$ cat src/rtl/hdmi_link_sequencer.sv
// Per-port QSFP-to-HDMI link bring-up: hot-plug debounce, module reset, TX wait, sink config, run.
// Optional retry/backoff on configuration failure is enabled by defining HDMI_LINK_SEQ_RETRY_EN.
module hdmi_link_sequencer #(
    parameter int unsigned CLOCK_FREQUENCY   = 200_000_000,
    parameter int unsigned DEBOUNCE_US       = 10_000,
    parameter int unsigned RESET_HOLD_US     = 1_000,
    parameter int unsigned CONFIG_TIMEOUT_US = 100_000,
    parameter int unsigned RETRY_DELAY_US    = 500_000
) (
    input  logic       clock,
    input  logic       reset_n,
    input  logic       hpd_raw,
    input  logic       tx_ready,
    input  logic       config_done,
    input  logic       config_error,
    output logic       config_start,
    output logic       module_reset_n,
    output logic       run,
    output logic       hpd,
    output logic [2:0] state,
    output logic [7:0] retry_count
);

    localparam int unsigned US_CYCLES    = CLOCK_FREQUENCY / 1_000_000;
    localparam int unsigned DEB_CYCLES   = DEBOUNCE_US * US_CYCLES;
    localparam int unsigned HOLD_CYCLES  = RESET_HOLD_US * US_CYCLES;
    localparam int unsigned CFG_CYCLES   = CONFIG_TIMEOUT_US * US_CYCLES;
    localparam int unsigned RETRY_CYCLES = RETRY_DELAY_US * US_CYCLES;
    localparam int unsigned MAX_AB       = (DEB_CYCLES > HOLD_CYCLES) ? DEB_CYCLES : HOLD_CYCLES;
    localparam int unsigned MAX_CD       = (CFG_CYCLES > RETRY_CYCLES) ? CFG_CYCLES : RETRY_CYCLES;
    localparam int unsigned MAX_CYCLES   = (MAX_AB > MAX_CD) ? MAX_AB : MAX_CD;
    localparam int unsigned CNT_W        = $clog2(MAX_CYCLES + 1);
    localparam int unsigned DEB_W        = $clog2(DEB_CYCLES + 1);

    typedef enum logic [2:0] {
        S_IDLE    = 3'd0,
        S_RESET   = 3'd1,
        S_WAIT_TX = 3'd2,
        S_CONFIG  = 3'd3,
        S_RUN     = 3'd4,
        S_BACKOFF = 3'd5,
        S_FAULT   = 3'd6
    } state_t;

    state_t             cur_state;
    state_t             nxt_state;
    logic [CNT_W-1:0]   cnt;
    logic               hpd_meta;
    logic               hpd_sync;
    logic [DEB_W-1:0]   deb_cnt;
    logic               cfg_fail;

    // Two-flop synchronizer and debounce; counter only runs while the input disagrees with hpd
    always_ff @(posedge clock or negedge reset_n) begin
        if (!reset_n) begin
            hpd_meta <= 1'b0;
            hpd_sync <= 1'b0;
            hpd      <= 1'b0;
            deb_cnt  <= '0;
        end else begin
            hpd_meta <= hpd_raw;
            hpd_sync <= hpd_meta;
            if (hpd_sync == hpd) begin
                deb_cnt <= '0;
            end else if (deb_cnt == DEB_W'(DEB_CYCLES - 1)) begin
                hpd     <= hpd_sync;
                deb_cnt <= '0;
            end else begin
                deb_cnt <= deb_cnt + DEB_W'(1);
            end
        end
    end

    // Next-state logic; losing hpd overrides everything else
    always_comb begin
        nxt_state = cur_state;
        cfg_fail  = 1'b0;
        case (cur_state)
            S_IDLE:    if (hpd) nxt_state = S_RESET;
            S_RESET:   if (cnt == CNT_W'(HOLD_CYCLES - 1)) nxt_state = S_WAIT_TX;
            S_WAIT_TX: if (tx_ready) nxt_state = S_CONFIG;
            S_CONFIG: begin
                if (config_error) begin
                    cfg_fail = 1'b1;
                end else if (config_done) begin
                    nxt_state = S_RUN;
                end else if (cnt == CNT_W'(CFG_CYCLES - 1)) begin
                    cfg_fail = 1'b1;
                end
`ifdef HDMI_LINK_SEQ_RETRY_EN
                if (cfg_fail) nxt_state = S_BACKOFF;
`else
                if (cfg_fail) nxt_state = S_FAULT;
`endif
            end
            S_RUN:     if (!tx_ready) nxt_state = S_WAIT_TX;
`ifdef HDMI_LINK_SEQ_RETRY_EN
            S_BACKOFF: if (cnt == CNT_W'(RETRY_CYCLES - 1)) nxt_state = S_RESET;
`endif
            S_FAULT:   nxt_state = S_FAULT;
            default:   nxt_state = S_IDLE;
        endcase
        if (cur_state != S_IDLE && !hpd) nxt_state = S_IDLE;
    end

    // State register; outputs are registered from the next state so they align with it
    always_ff @(posedge clock or negedge reset_n) begin
        if (!reset_n) begin
            cur_state      <= S_IDLE;
            cnt            <= '0;
            module_reset_n <= 1'b0;
            run            <= 1'b0;
            config_start   <= 1'b0;
        end else begin
            cur_state      <= nxt_state;
            cnt            <= (nxt_state != cur_state) ? '0 : cnt + CNT_W'(1);
            module_reset_n <= !(nxt_state == S_IDLE || nxt_state == S_RESET);
            run            <= (nxt_state == S_RUN);
            config_start   <= (nxt_state == S_CONFIG) && (cur_state != S_CONFIG);
        end
    end

    assign state = cur_state;

`ifdef HDMI_LINK_SEQ_RETRY_EN
    // Failed attempts since the last hot-plug, saturating
    always_ff @(posedge clock or negedge reset_n) begin
        if (!reset_n) begin
            retry_count <= 8'd0;
        end else if (nxt_state == S_IDLE && cur_state != S_IDLE) begin
            retry_count <= 8'd0;
        end else if (cur_state == S_CONFIG && nxt_state == S_BACKOFF && retry_count != 8'hFF) begin
            retry_count <= retry_count + 8'd1;
        end
    end
`else
    assign retry_count = 8'd0;
`endif

endmodule

$ cat config.mk
export PLATFORM = sky130hd
export DESIGN_NAME = hdmi_link_sequencer
export DESIGN_NICKNAME = d
export VERILOG_FILES = /design/src/rtl/hdmi_link_sequencer.sv
export SDC_FILE = /design/constraint.sdc
export NUM_CORES = 1
export LEC_CHECK = 0
export BUFFER_PORTS_ARGS = -buffer_cell sky130_fd_sc_hd__buf_2
export CORE_MARGIN = 2
export CORE_UTILIZATION = 28
export DETAILED_ROUTE_END_ITERATION = 10
export GPL_TIMING_DRIVEN = 1
export HOLD_SLACK_MARGIN = 0.08
export PLACE_DENSITY_LB_ADDON = 0.08
export SLEW_MARGIN = 30
export SYNTH_ARGS = -nofsm -noshare
export SYNTH_HDL_FRONTEND = slang
export SYNTH_SLANG_ARGS = --single-unit
$ cat constraint.sdc
create_clock -name clock -period 3.7 [get_ports clock]
set_clock_uncertainty 0.15 [all_clocks]
set_input_delay 0.74 -clock clock [delete_from_list [all_inputs] [get_ports clock]]
set_output_delay 0.74 -clock clock [all_outputs]
set_load 0.1 [all_outputs]
== Word-level counts from Yosys, hierarchy flattened ==
Cells that the tools add are included.
W data, S select, Z words.
Word-level totals
  register bits after elaboration: 57
  input port bits: 6
  logic and storage cells: 51
Cells by class
  $add $sub $neg: 2
  equality and inequality tests: 14
  multiplexer cells: 16
  bitwise logic cells: 1
  reductions and logical operators: 9
Operators with widths (count)
  $mux W21: 2
  $add A27 B1 Y27 const B: 1
  $eq A27 B18 Y1 const B: 1
  $eq A27 B25 Y1 const B: 1
  $mux W27: 1
  $mux W3: 8
  $add A21 B1 Y21 const B: 1
  $eq A21 B21 Y1 const B: 1
  $pmux W3 S6: 1
  $eq A3 B2 Y1 const B: 3
  $eq A3 B3 Y1 const B: 3
  $eq A3 B1 Y1 const B: 2
  $logic_not A3 Y1: 2
  $mux W1: 4
  $ne A3 B2 Y1 const B: 1
  $ne A3 B3 Y1: 1
  $reduce_bool A3 Y1: 1
  $logic_and A1 B1 Y1: 2
  $logic_not A1 Y1: 2
  $reduce_and A2 Y1: 1
  $eq A1 B1 Y1: 1
  $logic_or A1 B1 Y1: 1
  $not A1 Y1: 1

== Longest topological paths before layout ==
Gate-level depths: netlist of the first run.
  depth after elaboration: 11
  depth in mapped cells: 8
  mapped depth without buffers: 6

== Worst setup path before layout of the first run ==
OpenSTA, ideal clock, no wires.
  path kind: register -> register
  start: register hpd
  end: register deb_cnt[12]
  data arrival time: 2138 ps
  path slack: 1280 ps
  cell stages (with the launch flop): 7
  buffers on the path: 3
  period minus slack after synthesis: 2420 ps
  cells stage by stage: dfrtp_1 clkbuf_1 xnor2_1 nand2b_1 clkbuf_1 clkbuf_1 nor2_1
On the way
  cells in the longest elaborated chain, start to end: 2
RTL lines
  start, declared: RTL line 19  | output logic hpd,
  start signal, assigned: RTL line 66  | hpd <= hpd_sync;
  $eq A1 B1 Y1: RTL line 63  | if (hpd_sync == hpd) begin
  $mux W21: RTL line 63
  end signal, assigned: RTL line 69  | deb_cnt <= deb_cnt + DEB_W'(1);
  end, declared: RTL line 50  | logic [DEB_W-1:0] deb_cnt;
Every way passes these cells.
A chain may end at the register's enable or synchronous reset.

== Final worst setup path of the first run ==
  start: register cnt[12]
  end: register cnt[3]
On the way
  cells in the longest elaborated chain, start to end: 10
RTL lines
  start, declared: RTL line 47  | logic [CNT_W-1:0] cnt;
  start signal, assigned: RTL line 116  | cnt <= (nxt_state != cur_state) ? '0 : cnt + CNT_W'(1);
  $eq A27 B25 Y1: RTL line 87  | end else if (cnt == CNT_W'(CFG_CYCLES - 1)) begin
  $mux W1: RTL line 87
  $mux W1: RTL line 85  | end else if (config_done) begin
  $mux W1: RTL line 83  | if (config_error) begin
  $mux W1: RTL line 78  | case (cur_state)
  $mux W3: RTL line 93  | if (cfg_fail) nxt_state = S_FAULT;
  $pmux W3 S6 *: RTL line 78
  $mux W3 *: RTL line 103  | if (cur_state != S_IDLE && !hpd) nxt_state = S_IDLE;
  $ne A3 B3 Y1 *: RTL line 116
  $mux W27 *: RTL line 116
Every way passes the cells marked *; elsewhere a longest branch is shown, timed or not. The select of a mux whose other input is x is not followed.

==> metrics.cfg, run 1 <==
[detailed_routing]
wl_per_cell_um = 14.4
via_count = 2215
totalWireLength_um = 6680
drc = 0
drtPass1Iterations = 4
viasPerCell = 4.76
drtIter0Drc = 95
drt.antenna.violating_nets = 0

[logic_synthesis]
syn_area_per_cell_um2 = 10.2
synth_area_leaders = dfrtp_1 46%, xor2_1 8.7%, nor3_2 6.4%
async_flop_share_pct = 100
synth_warnings = 0
syn_area_um2 = 3120
ys.flop_type = dfrtp_1
yosysTopAreaCell = dfrtp_1
netlist_instances = 305
synth.top_cell.area_share_pct = 45.8
synth_enable_flop_cells = 0
ys_seq_area_share_pct = 45.8
synthDistinctLibCells = 45
synth-seq-cells = 57

[finish]
final_common_cell = dfrtp_1
layout_common_cells = 57 x dfrtp_1, 32 x nor2_1, 31 x xor2_1
area_delta_synth_final_pct = 10.4
final_util_pct = 31.7
fillers = 1122
finalNetCount = 331
diodes = 0
drive_above_1_share_pct = 18.5

[clocking]
cts_max_path_buffers = 2
tritoncts = done
htreeDepth = 3
post_cts_buffers = 0
clkTransAtPathRegs_ns = 0.06
clock_latency_ns = 0.34
cts_sinks = 57
hold_buffers = 0
cts_root_buf = clkbuf_8
cts-buffers-inserted = 9
cts_resized = 0

[die]
dieArea_um2 = 12000
initial_core_util_pct = 28.7
coreArea_um2 = 10800
die_w_um = 109
row_count = 38
die_h_um = 109
ioPinCount = 21

[power_and_ir_drop]
p_leak_uw = 0.00152
p_total_uw = 1190
irDropWorstVdd_mv = 0.112
power_density_nw_per_um2 = 345

[setup_path]
required_ns = 3.74
path_class = reg -> reg
slowest_stage = or4_4
crit_chain = or4_4, nor4_4, a311oi_2, a211oi_4, buf_4, nor3_1
end_kind = flop
cp.arrival_ns = 2.73
cp_max_fo = 27
startpoint_type = flop
crit_buf_inv = 1
slowest_delay_ns = 0.57
crit_family = simple AND/OR/NAND/NOR gates

[run]
maxCapViolCount = 0

[global_routing]
antenna_found_initial = 0
grt_usage_pct = 12.8
grt_pass1_vias = 2261
grt_pass1_wl_um = 11600
grt-ovfl-total = 0
grt_max_degree = 37

[sta]
worstMarginPinSlew_ns = 0.792
setup_viol_count_final = 0
relSlewSlack_pct = 46.8
fin_crit_ns = 2.68
final_hold_viol_count = 0
maxSlewViolCount = 0
fin_setup_tns_ns = 0
rsz0062_at_grt = no
max_freq_mhz = 372
fin_crit_sh_pct = 72.6

[min_path]
hold_path.class = reg -> reg

[outcome]
status = finished clean

[place]
gp_congestion = 0.744
portBuffers = 12
hpwl_um = 4420

==> worst register-to-register path: stages, from the launching register on <==
cell	delay, ns
dfrtp_1	0.43
or4_4	0.57
nor4_4	0.32
a311oi_2	0.27
a211oi_4	0.28
buf_4	0.42
nor3_1	0.11
==> registers in the layout (all words and copies together), names as in the netlist <==
signal          count
cnt                27
deb_cnt            21
state               3
config_start        1
hpd                 1
hpd_meta            1
hpd_sync            1
module_reset_n      1
run                 1
==> worst paths after layout <==
| kind | endpoint | cells past startpoint | startpoint | slack (ns) |
|---|---|---|---|---|
| max | cnt[3] | 6 | cnt[12] | 1.02 |
| min | hpd_sync | 0 | hpd_meta | 0.20 |
| max reg2reg | cnt[3] | 6 | cnt[12] | 1.02 |
| min reg2reg | hpd_sync | 0 | hpd_meta | 0.20 |
| max in group asynchronous | cnt[3] | 2 | reset_n | 2.29 |
| min in group asynchronous | deb_cnt[14] | 1 | reset_n | 0.22 |
==> cells in the mapped netlist (all sizes together) (3+ instances only) <==
cell,number
xnor2,14
or4,3
o21ai,4
a211oi,3
dfrtp,57
nand4,12
and3,6
buf,12
nor4,7
nor3,32
xor2,31
clkbuf,5
nand2b,5
nor2,32
and4,4
a21oi,4
nand2,25
nand3,19
inv,6
==> per-layer routing <==
| layer | vias to the layer above | part of all wire [%] | track usage [%] |
|---|---|---|---|
| met3 | 9 | 3.3 | 4.09 |
| met4 | 0 | 1.5 | 4.70 |
| met2 | 27 | 46 | 19.6 |
| met5 | - | 0 | 0 |
| met1 | 1099 | 49 | 16.8 |
| li1 | 1080 | - | - |
==> power breakdown <==
| group | internal, µW | total (µW) | leakage [µW] | switching (µW) |
|---|---|---|---|---|
| registers | 627 | 630 | 0.000775 | 2.64 |
| clock network | 249 | 492 | 0.0000782 | 243 |
| logic | 6.64 | 64.3 | 0.000663 | 57.7 |
==> area by class of cell <==
type                       instances  area (µm²)  share of cell area [%]
inverter                           6        22.5                   0.655
tap                              140         175                    5.09
clock buffer                      12         145                    4.22
sequential                        57        1430                    41.5
clock inverter                     1        5.00                   0.145
timing repair buffer              17        97.6                    2.84
multi-input combinational        232        1570                    45.6
==> kinds of logic after synthesis <==
family                   synth area share [%]
AO/OA/AOI/OAI                            5.66
XOR/XNOR                                 12.7
adder cells (fa/ha/maj)                 0.803
buffers and inverters                    4.70
flip-flops                               45.8
multiplexers                            0.361
other                                   0.120
AND/OR/NAND/NOR                          29.9
==> per-stage QoR <==
stage / instance area, µm² / instances / hold WS [ns] / setup slack, ns
after global routing: 3440 / 465 / 0.214 / 0.826
after CTS: 3440 / 465 / 0.200 / 0.987
final: 3440 / 465 / 0.197 / 1.02
after floorplan: 3140 / 312 / 0.181 / 1.28
after detailed placement: 3290 / 452 / 0.187 / 1.00
after global placement: 3290 / 452 / 0.187 / 1.04
Note: power is estimated with default switching activity, not from simulation.
==> inputs of run 2 (changes only) <==
--- a/config.mk
+++ b/config.mk
@@ -5,6 +5,7 @@
 export SDC_FILE = /design/constraint.sdc
 export NUM_CORES = 1
 export LEC_CHECK = 0
+export ABC_AREA = 1
 export BUFFER_PORTS_ARGS = -buffer_cell sky130_fd_sc_hd__buf_2
 export CORE_MARGIN = 2
 export CORE_UTILIZATION = 28
==> constraint.sdc (replaced) <==
create_clock -name clock -period 2.6 [get_ports clock]
set_clock_uncertainty 0.15 [all_clocks]
set_input_delay 0.52 -clock clock [delete_from_list [all_inputs] [get_ports clock]]
set_output_delay 0.52 -clock clock [all_outputs]
set_load 0.1 [all_outputs]
==> run 2 against run 1 <==
Effect of this change: sequential cell count unchanged; synthesized area down 0.20%; combinational power up 51%; final cell count up 18%; final area up 2.6%; global-route usage down 0.18 points; critical path depth up 9; register-to-register slack worse by 0.72 ns; clock power up 49%; synthesized cell count up 25%; setup slack worse by 0.72 ns; fmax up 17%.
==> metrics.cfg, run 2 <==
[finish]
drive_above_1_share_pct = 16.6
final_common_cell = dfrtp_1
fillers = 1162
layout_common_cells = 57 x dfrtp_1, 56 x nand2_1, 55 x nor2_1
finalNetCount = 415
largest_reg_flops = 27
area_delta_synth_final_pct = 13.6
finalInstanceArea_um2 = 3530
top_register = cnt
final_util_pct = 32.6
diodes = 0

[place]
gp_congestion = 0.808
place_area_um2 = 3350
portBuffers = 12
hpwl_um = 4950
pre_cts_slack_ns = 0.268

[die]
initial_core_util_pct = 28.7
coreArea_um2 = 10800
ioPinCount = 21
die_h_um = 109
dieArea_um2 = 12000
row_count = 38
die_w_um = 109

[sta]
worstMarginPinSlew_ns = 0.577
fin_crit_sh_pct = 88.6
maxSlewViolCount = 0
relSlewSlack_pct = 61.5
final_hold_viol_count = 0
max_freq_mhz = 434
fin_crit_ns = 2.30
setup_viol_count_final = 0
layout_setup_ws_ns = 0.297
rsz0062_at_grt = no
fin_setup_tns_ns = 0

[min_path]
hold_path.class = in -> reg

[logic_synthesis]
async_flop_share_pct = 100
syn_area_per_cell_um2 = 8.18
synth_enable_flop_cells = 0
synth-seq-cells = 57
synthDistinctLibCells = 34
netlist_instances = 380
synth.top_cell.area_share_pct = 45.9
synth_area_leaders = dfrtp_1 46%, xor2_1 7.6%, nand2_1 6.8%
synthTopCellsByCount = 57 x dfrtp_1, 56 x nand2_1, 56 x nor2_1
ys.flop_type = dfrtp_1
yosysTopAreaCell = dfrtp_1
ys_seq_area_share_pct = 45.9
yosysMostFrequentCell = dfrtp_1
syn_area_um2 = 3110
synth_warnings = 0

[global_routing]
antenna_found_initial = 0
grt-ovfl-total = 0
grt_pass1_wl_um = 11500
grt_max_degree = 28
grt_pass1_vias = 2369
grt_usage_pct = 12.6

[detailed_routing]
drc = 0
viasPerCell = 4.34
totalWireLength_um = 6600
wl_per_cell_um = 12.0
drtPass1Iterations = 4
drtIter0Drc = 95
drt.antenna.violating_nets = 0
via_count = 2387

[setup_path]
path_class = reg -> reg
end_kind = flop
cp_max_fo = 27
required_ns = 2.71
startpoint_type = flop
cp.arrival_ns = 2.41

[clocking]
post_cts_buffers = 0
clock_latency_ns = 0.34
cts_root_buf = clkbuf_8
cts_max_path_buffers = 2
tritoncts = done
cts-buffers-inserted = 9
clkTransAtPathRegs_ns = 0.07
cts_sinks = 57
htreeDepth = 3

[power_and_ir_drop]
power_density_nw_per_um2 = 489
p_total_uw = 1730
irDropWorstVdd_mv = 0.279
p_leak_uw = 0.00164

[outcome]
status = finished clean

[run]
maxCapViolCount = 0

==> run 2: cell types whose count changed after synthesis, moves of 5 or more <==
cell,before,now
nor2_2,0,24
nor3_2,20,1
and3_1,6,0
a21oi_1,4,9
inv_1,6,50
nand2b_1,5,0
nand3_1,19,25
nor2_1,32,56
xnor2_1,14,4
nor3_1,12,19
nand2_1,25,56
==> run 2: critical path, stage by stage (launching register included) <==
cell	delay (ns)
dfrtp_1	0.40
ha_1	0.22
nand3_2	0.14
inv_2	0.08
nand2_2	0.08
nor2_2	0.08
nand2_1	0.08
nand3_1	0.07
nand2_1	0.05
nand2_1	0.10
nand2_1	0.11
nand2_1	0.08
nand2_1	0.07
nor2_4	0.10
nand2_4	0.24
nor2_2	0.16
==> run 2: power by group <==
part / internal, µW / switching, µW / total [µW]
registers: 892 / 3.58 / 896
logic: 15.6 / 81.8 / 97.3
clock network: 383 / 349 / 733
==> run 2: per-stage QoR <==
step | std cells | hold slack [ns]
after CTS | 550 | 0.112
after detailed placement | 535 | 0.192
after floorplan | 387 | 0.0744
after global placement | 535 | 0.194
final | 550 | 0.138
after global routing | 550 | 0.117
==> run 2: final timing paths <==
check	start	to	slack, ns	cells after the start
min reg2reg	hpd_meta	hpd_sync	0.21	0
min	hpd_raw	hpd_meta	0.14	1
max in group asynchronous	reset_n	cnt[17]	1.15	3
max	cnt[0]	cnt[9]	0.30	15
min in group asynchronous	reset_n	cnt[3]	0.56	2
max reg2reg	cnt[0]	cnt[9]	0.30	15
==> run 2: area by class of cell <==
| type | instances | area (µm²) | area share [%] |
|---|---|---|---|
| Timing Repair Buffer | 20 | 135 | 3.83 |
| Sequential cell | 57 | 1430 | 40.4 |
| Multi-Input combinational cell | 268 | 1430 | 40.6 |
| Clock inverter | 3 | 17.5 | 0.496 |
| Tap cell | 140 | 175 | 4.96 |
| Clock buffer | 11 | 151 | 4.29 |
| Inverter | 51 | 191 | 5.42 |
==> run 2: per-layer routing <==
layer  track usage (%)  wire [µm]
met3              3.85        217
met4              5.06        114
met2              19.1       2930
met1              16.6       3340
met5                 0          0
==> run 2: cell families after synthesis <==
logic type | Yosys count | synth area share (%)
buffers and inverters | 62 | 8.93
other | 1 | 0.121
AO/OA/AOI/OAI | 21 | 4.02
multiplexers | 1 | 0.362
flip-flops | 57 | 45.9
XOR/XNOR | 31 | 8.73
adder cells (fa/ha/maj) | 2 | 0.805
AND/OR/NAND/NOR | 205 | 31.1
==> run 2: what timing repair did <==
item	CTS	global route
gates resized for setup	0	1
setup endpoints to repair	0	1
hold buffers	1	0
endpoints found under the hold margin	22	0
